`src/rtl/mc_path_collector_pkg.sv`:
```
// Shared types and default widths for the Monte Carlo path collector.
package mc_path_collector_pkg;

    localparam int LOG_T          = 9;
    localparam int ACC_W_DEF      = 18 + LOG_T;
    localparam int LOG_NPATHS_DEF = 10;
    localparam int SUM_W_DEF      = ACC_W_DEF + LOG_NPATHS_DEF;
    localparam int CNT_W_DEF      = LOG_NPATHS_DEF + 1;

    typedef enum logic [2:0] {
        IDLE   = 3'd0,
        START  = 3'd1,
        WAIT   = 3'd2,
        ACCUM  = 3'd3,
        RESULT = 3'd4
    } state_t;

endpackage

```
`src/rtl/mc_stats_update.sv`:
```
// Registered batch statistics: running sum, min, max and below-threshold count.
module mc_stats_update #(
    parameter int ACC_W = 27,
    parameter int SUM_W = 37,
    parameter int CNT_W = 11
) (
    input  logic             CLK,
    input  logic             iRSTn,
    input  logic             iClear,
    input  logic             iLoad,
    input  logic [ACC_W-1:0] iValue,
    input  logic [ACC_W-1:0] iThreshold,
    output logic [SUM_W-1:0] oSum,
    output logic [ACC_W-1:0] oMin,
    output logic [ACC_W-1:0] oMax,
    output logic [CNT_W-1:0] oBelow
);

    // Clear and reset share the same seed values so min/max start neutral.
    always_ff @(posedge CLK) begin
        if (!iRSTn || iClear) begin
            oSum   <= '0;
            oMin   <= '1;
            oMax   <= '0;
            oBelow <= '0;
        end else if (iLoad) begin
            oSum <= oSum + SUM_W'(iValue);
            if (iValue < oMin)
                oMin <= iValue;
            if (iValue > oMax)
                oMax <= iValue;
            if (iValue < iThreshold)
                oBelow <= oBelow + CNT_W'(1);
        end
    end

endmodule

```
`src/rtl/mc_path_collector.sv`:
```
// Sequences a batch of paths through one Monte Carlo core and hands the
// batch statistics to the readout over a valid/ready handshake.
module mc_path_collector
    import mc_path_collector_pkg::*;
#(
    parameter int ACC_W      = ACC_W_DEF,
    parameter int NPATHS     = 1024,
    parameter int LOG_NPATHS = 10,
    parameter int TIMEOUT    = 2048
) (
    input  logic                       CLK,
    input  logic                       iRSTn,
    input  logic                       iRun,
    input  logic [ACC_W-1:0]           iThreshold,
    input  logic [ACC_W-1:0]           iCoreAcc,
    input  logic                       iCoreDone,
    output logic                       oCoreStart,
    output logic [ACC_W+LOG_NPATHS-1:0] oSum,
    output logic [ACC_W-1:0]           oMin,
    output logic [ACC_W-1:0]           oMax,
    output logic [LOG_NPATHS:0]        oBelow,
    output logic                       oError,
    output logic                       oValid,
    input  logic                       iReady,
    output logic                       oBusy
);

    localparam int SUM_W = ACC_W + LOG_NPATHS;
    localparam int CNT_W = LOG_NPATHS + 1;
    localparam int TO_W  = $clog2(TIMEOUT) + 1;

    state_t                  state, stateNext;
    logic [LOG_NPATHS-1:0]   pathCnt;
    logic [TO_W-1:0]         toCnt;
    logic [TO_W-1:0]         toNext;
    logic                    toExpire;
    logic                    lastPath;
    logic                    errorReg;
    logic                    statsClear;
    logic                    statsLoad;
    logic [ACC_W-1:0]        thresholdReg;
    logic [ACC_W-1:0]        coreAccP1;

    assign toNext   = toCnt + TO_W'(1);
    assign toExpire = (toNext == TO_W'(TIMEOUT - 1));
    assign lastPath = (pathCnt == LOG_NPATHS'(NPATHS - 1));

    always_ff @(posedge CLK) begin
        if (!iRSTn)
            state <= IDLE;
        else
            state <= stateNext;
    end

    always_comb begin
        stateNext  = state;
        statsClear = 1'b0;
        statsLoad  = 1'b0;
        case (state)
            IDLE: begin
                if (iRun) begin
                    stateNext  = START;
                    statsClear = 1'b1;
                end
            end
            START:  stateNext = WAIT;
            WAIT: begin
                if (iCoreDone)
                    stateNext = ACCUM;
                else if (toExpire)
                    stateNext = RESULT;
            end
            ACCUM: begin
                statsLoad = 1'b1;
                stateNext = lastPath ? RESULT : START;
            end
            RESULT: begin
                if (iReady)
                    stateNext = IDLE;
            end
            default: stateNext = IDLE;
        endcase
    end

    always_ff @(posedge CLK) begin
        if (!iRSTn) begin
            pathCnt  <= '0;
            toCnt    <= '0;
            errorReg <= 1'b0;
        end else begin
            case (state)
                IDLE: begin
                    if (iRun) begin
                        pathCnt  <= '0;
                        toCnt    <= '0;
                        errorReg <= 1'b0;
                    end
                end
                START: toCnt <= '0;
                WAIT: begin
                    if (!iCoreDone) begin
                        toCnt <= toNext;
                        if (toExpire)
                            errorReg <= 1'b1;
                    end
                end
                ACCUM: begin
                    if (!lastPath)
                        pathCnt <= pathCnt + LOG_NPATHS'(1);
                end
                default: ;
            endcase
        end
    end

    // Capture stage: path sum held for the ACCUM cycle; threshold held per batch.
    always_ff @(posedge CLK) begin
        if (state == IDLE && iRun)
            thresholdReg <= iThreshold;
        if (state == WAIT && iCoreDone)
            coreAccP1 <= iCoreAcc;
    end

    mc_stats_update #(
        .ACC_W (ACC_W),
        .SUM_W (SUM_W),
        .CNT_W (CNT_W)
    ) uStats (
        .CLK        (CLK),
        .iRSTn      (iRSTn),
        .iClear     (statsClear),
        .iLoad      (statsLoad),
        .iValue     (coreAccP1),
        .iThreshold (thresholdReg),
        .oSum       (oSum),
        .oMin       (oMin),
        .oMax       (oMax),
        .oBelow     (oBelow)
    );

    assign oCoreStart = (state == START);
    assign oValid     = (state == RESULT);
    assign oBusy      = (state != IDLE);
    assign oError     = errorReg;

endmodule

```
`config.mk`:
```
export PLATFORM = sky130hd
export DESIGN_NAME = mc_path_collector
export DESIGN_NICKNAME = d
export VERILOG_FILES = /design/src/rtl/mc_path_collector_pkg.sv /design/src/rtl/mc_stats_update.sv /design/src/rtl/mc_path_collector.sv
export SDC_FILE = /design/constraint.sdc
export NUM_CORES = 1
export LEC_CHECK = 0
export ABC_CLOCK_PERIOD_IN_PS = 4300
export CAP_MARGIN = 0
export CORE_ASPECT_RATIO = 1.75
export CORE_UTILIZATION = 45
export DETAILED_ROUTE_END_ITERATION = 7
export PLACE_DENSITY = 0.72
export SLEW_MARGIN = 20
export SYNTH_ARGS = -nofsm -noshare
export SYNTH_HDL_FRONTEND = slang
export SYNTH_SLANG_ARGS = --single-unit
```
`constraint.sdc`:
```
create_clock -name CLK -period 4.3 [get_ports CLK]
set_input_delay 0.43 -clock CLK [delete_from_list [all_inputs] [get_ports CLK]]
set_output_delay 0.43 -clock CLK [all_outputs]
set_load 0.01 [all_outputs]
```
-- After elaboration in Yosys (flattened, before gate mapping)
Index checks and enable logic that the tools add are counted.
- flip-flop bits (word level): 182
- latch bits: 0
- memory bits (writable): 0
- bits in read-only memories: 0
- bits of input ports: 59
- output and inout bits: 106
- logic and storage cells: 64
- memories: 0
- $add $sub $neg: 4
- $mul: 0
- div/mod/pow operators: 0
- magnitude comparators: 3
- equality and inequality tests: 12
- shifts and indexed selects: 0
- multiplexer cells: 19
- bitwise operators: 0
- reduce and logical (&&, ||, !) cells: 16
- operators with widths (operator ; count):
    27-bit less-than comparator ; 2
    37-bit by 27-bit adder with 37-bit output ; 1
    12-bit case mux with 3 select lines ; 1
    27-bit > comparator ; 1
    12-bit two-way mux ; 2
    10-bit two-way mux ; 2
    10-bit case mux with 2 select lines ; 1
    3-bit two-way mux ; 5
    3-bit case mux with 5 select lines ; 1
    12-bit by 1-bit adder with 12-bit output (second input constant) ; 1
    12-bit by 11-bit equality test with 1-bit output (second input constant) ; 1
    11-bit by 1-bit adder with 11-bit output (second input constant) ; 1
    10-bit by 1-bit adder with 10-bit output (second input constant) ; 1
    10-bit equality test (second input constant) ; 1
    3-bit AND reduction ; 3
    2-bit != test (second input constant) ; 4
    3-bit by 2-bit equality test with 1-bit output (second input constant) ; 2
    1-bit two-way mux ; 6
    2-bit AND reduction ; 3
    3-bit nonzero test ; 2
    4-bit AND reduction ; 1
    2-bit nonzero test ; 2
    3-bit by 1-bit equality test with 1-bit output (second input constant) ; 1
    3-bit equality test (second input constant) ; 1
    other kinds (7) ; 8

-- Logic depth before layout (Yosys ltp)
- depth in word-level cells: 5
- gate-level depth with buffers: 12
- mapped depth without buffers: 10

-- Modules after synthesis
A second synthesis with hierarchy kept.
- cell total of the unflattened synthesis: 1102
- area total of the unflattened synthesis: 10261.1 um^2
- by module, submodules not included (module ; instances ; cells each ; area an instance (um^2) ; seq. area each (um^2)):
    mc_stats_update ; 1 ; 841 ; 6985.4 ; 2042.0
    mc_path_collector ; 1 ; 261 ; 3275.6 ; 2142.1

-- Worst setup path after synthesis
OpenSTA, ideal clock, no wires.
- path type: register to register
- from: register state[1]
- to: register coreAccP1[0], enable pin
- library setup time: 0.456 ns
- arrival: 2.670 ns
- required time: 3.844 ns
- setup slack: 1.174 ns
- stages on the path, launching flop included: 4
- path buffers: 1
- clock period less this slack: 3.126 ns
- cell sequence: dfxtp_1 buf_2 nand2b_1 nor3b_1
- word-level cells in the longest chain between the ends: 2
- ends and longest elaborated chain (what ; RTL line ; RTL):
    start: declaration ; mc_path_collector.sv:32 ; state_t state, stateNext;
    start signal: assignment ; mc_path_collector.sv:52 ; state <= stateNext;
    3-bit by 2-bit equality test with 1-bit output ; mc_path_collector.sv:120 ; if (state == WAIT && iCoreDone)
    1-bit logical AND ; mc_path_collector.sv:120 ;
    end signal: assignment ; mc_path_collector.sv:121 ; coreAccP1 <= iCoreAcc;
    end: declaration ; mc_path_collector.sv:42 ; logic [ACC_W-1:0] coreAccP1;
No other way between the ends.
A chain may end at the register's enable or synchronous reset.

-- Worst setup path after layout
- from: register coreAccP1[20]
- to: register uStats.oMin[23]
- word-level cells in the longest chain between the ends: 2
- ends and longest elaborated chain (what ; RTL line ; RTL):
    27-bit less-than comparator ; mc_stats_update.sv:28 ; if (iValue < oMin)
    2-bit AND reduction (no source line) ; n/a ;
    end signal: assignment ; mc_stats_update.sv:29 ; oMin <= iValue;
    end: declaration ; mc_stats_update.sv:14 ; output logic [ACC_W-1:0] oMin,
No other way between the ends.

==> run metrics <==
DRT Wirelength ~28000 um; Die ar. 23800 um^2; Die Y-Extent between 200 and 250 um; Post-synth EDFFs 54; register bit total from synthesis 182; PostCTS Resize Cnt 0; sw power 1.37 mW; multi-input logic area 5670 um^2; outcome completed; diodes inserted 0; Post-Syn Instances roughly 1100; DR iter-0 viols 439; max incr delay on CP approximately 0.88 ns; Setup violations, final 0; most frequent CP cell a21o_1; Max-Cap Viols 0; Fillers 1979; cell area after synthesis 10400 um^2; syn_nets about 1300; Slowest cell on crit path o21a_1; PwrDens 355 nW/um^2; static leakage 5.23 nW; prevailing post-synth register cell dfxtp_1; Crit Path Category reg2reg; Max Slew Vio Count 0; Initial Util 45.8%; clk_skew 0.0107 ns; hpwl dp 21000 um; layout cells sized above 1 4.95%; DR DRC count 0; Data arrival, critical path 3.34 ns; VDD IR max 298 uV; worst min path class reg2reg; antenna violations before repair 0; postcts setup bufs 0; Tightest Pin Transition roughly 1.1 ns; fraction of registers with async set/reset 0%; clock transition at the registers of the reported paths 0.07 ns; clock tree sinks between 150 and 200; via count 8861; CTS Hold Bufs 0; fmax 0.326 GHz; Final Hold Vio Count 0; WL/cell 17.9 um; Layout area overhead 23.9%; Final ANT Viol Nets 0; global-route wire length before repair 44500 um; combinational power share 21.2%; worst skew pair latency 0.44 ns; worst path required time roughly 4.6 ns; hold_ws 0.471 ns; setup TNS 0 ns; Die Wd 117 um; Nets 1430; # port buffers 164; Reg area 4180 um^2; vias per inst between 5 and 6; CP Cell Sequence ha_1 -> a21o_1 -> a21o_1 -> a21o_1 -> a21oi_1 -> nor2_1 -> a211oi_2 -> o21a_1 -> o211ai_1; count of cell types in the netlist 74; Ys Warns 0; CTS tree yes; sequential element share of the synthesized area 40.2%; clock network power share a little over a third; crit path capture type register; sequential share of power 43.8%; final setup margin 1.23 ns; Critical Path Start Type register; Top Ports roughly 170; RSZ-0062 raised after global routing no; Avg Cell Area, Syn 9.36 um^2; leading cell type in the layout, fill and taps excluded clkdlybuf4s50_1; CTS H-Tree Depth 4; core footprint ~23000 um^2; Final min period slightly above 3 ns; most frequent cells in the layout 164 x clkdlybuf4s50_1, 128 x dfxtp_1, 110 x ha_1; largest net degree at the start of global routing 38; Internal 3.21 mW; switching part of the total about 30%; total CTS buffers 17; Max-slew headroom 28.7%; vias in the first global route about 8700; # rows 73; TritonRoute pass-1 iters 5; Clock Tree Root clkbuf_16; GP Congestion roughly 0.88; Final Cycle Share 71.4%; GRT overflow 0; CP max FO 27; pre-CTS WS approximately 1.2 ns; total track usage 24.6%; Clock Path Buffers 2
## worst paths after layout
kind	startpoint	end	slack (ns)	cells past startpoint
hold reg to reg	uStats.oSum[36]	uStats.oSum[36]	0.47	2
setup reg to reg	coreAccP1[20]	uStats.oMin[23]	1.23	9
hold / removal	uStats.oSum[36]	uStats.oSum[36]	0.47	2
setup / recovery	coreAccP1[20]	uStats.oMin[23]	1.23	9
## per-layer routing
layer / global-route usage [%] / routed length (um) / up-vias
met5: 0 / 0 / -
met4: 13.3 / 1350 / 0
met3: 4.37 / 1090 / 73
met2: 44.1 / 14700 / 224
met1: 26.9 / 11000 / 4202
li1: - / - / 4362
## power by group through the flow
| stage | Sequential, mW | Combinational, mW | Clock (mW) |
|---|---|---|---|
| after floorplan | 2.01 | 0.630 | 0 |
| after global placement | 2.04 | 0.948 | 0 |
| after detailed placement | 2.04 | 0.966 | 0 |
| after CTS | 2.01 | 0.973 | 1.63 |
| after global routing | 2.02 | 1.08 | 1.69 |
| final | 2.01 | 0.971 | 1.60 |
## Yosys cell counts, types with 6 or more instances
| cell type | n | area, um^2 |
|---|---|---|
| a2111o_1 | 7 | 78.8 |
| a211oi_1 | 11 | 82.6 |
| a21o_1 | 44 | 330 |
| a21oi_1 | 65 | 325 |
| and2_1 | 8 | 50.1 |
| and3_1 | 7 | 43.8 |
| buf_2 | 10 | 50.1 |
| clkbuf_1 | 29 | 109 |
| dfxtp_1 | 128 | 2560 |
| edfxtp_1 | 54 | 1620 |
| ha_1 | 110 | 1380 |
| inv_1 | 91 | 342 |
| mux2i_1 | 33 | 330 |
| nand2_1 | 82 | 308 |
| nand2b_1 | 11 | 68.8 |
| nand3_1 | 33 | 165 |
| nand3b_1 | 8 | 60.1 |
| nand4_1 | 23 | 144 |
| nor2_1 | 78 | 293 |
| nor2b_1 | 10 | 62.6 |
| nor3_1 | 17 | 85.1 |
| o211ai_1 | 60 | 450 |
| o21a_1 | 9 | 67.6 |
| o21ai_0 | 45 | 225 |
| o31ai_1 | 6 | 45.0 |
| or3_1 | 7 | 43.8 |
| or4_1 | 8 | 60.1 |
| xnor2_1 | 12 | 105 |
| xor2_1 | 13 | 114 |
## registers in the layout, indices dropped and copies added, names as in the netlist
signal	flops
toCnt	12
pathCnt	10
oError	1
state	3
uStats.oBelow	11
coreAccP1	27
uStats.oMax	27
uStats.oMin	27
uStats.oSum	37
thresholdReg	27
## per-stage QoR
step	std cells	instance area, um^2	util, %	power [mW]
finish	1573	12900	56.7	4.58
CTS	1573	12900	56.7	4.60
floorplan	1112	10400	-	2.64
global route	1573	12900	56.7	4.79
global placement	1541	12300	54.1	2.99
detailed placement	1541	12300	54.1	3.01
## logic make-up (layout without fill, tap and decap cells)
| kind of cell | after synthesis | after routing | share of synthesized area (%) |
|---|---|---|---|
| AND/OR/NAND/NOR | 313 | 313 | 15.0 |
| XOR/XNOR | 25 | 25 | 2.10 |
| multiplexers | 33 | 33 | 3.17 |
| AO/OA/AOI/OAI | 309 | 309 | 20.6 |
| flip-flops | 182 | 182 | 40.2 |
| buffers and inverters | 139 | 300 | 5.52 |
| adder cells (fa/ha/maj) | 111 | 111 | 13.4 |
## worst max-delay path, delay by kind of cell, from the launching register on
kind                     cells  cell delay [ns]
adder cells (fa/ha/maj)      1             0.35
AND/OR/NAND/NOR              1             0.06
AO/OA/AOI/OAI                7             1.97
flip-flops                   1             0.52
## area by class of cell
| type | instances | share of cell area, % |
|---|---|---|
| clock buffers | 19 | 3.36 |
| flip-flops and latches | 182 | 32.4 |
| repair buffers | 177 | 13.5 |
| clock inverters | 13 | 1.22 |
| multi-input cells | 791 | 43.9 |
| well taps | 300 | 2.91 |
| inverters | 91 | 2.65 |
No activity file was read; power rests on OpenSTA's default activity.
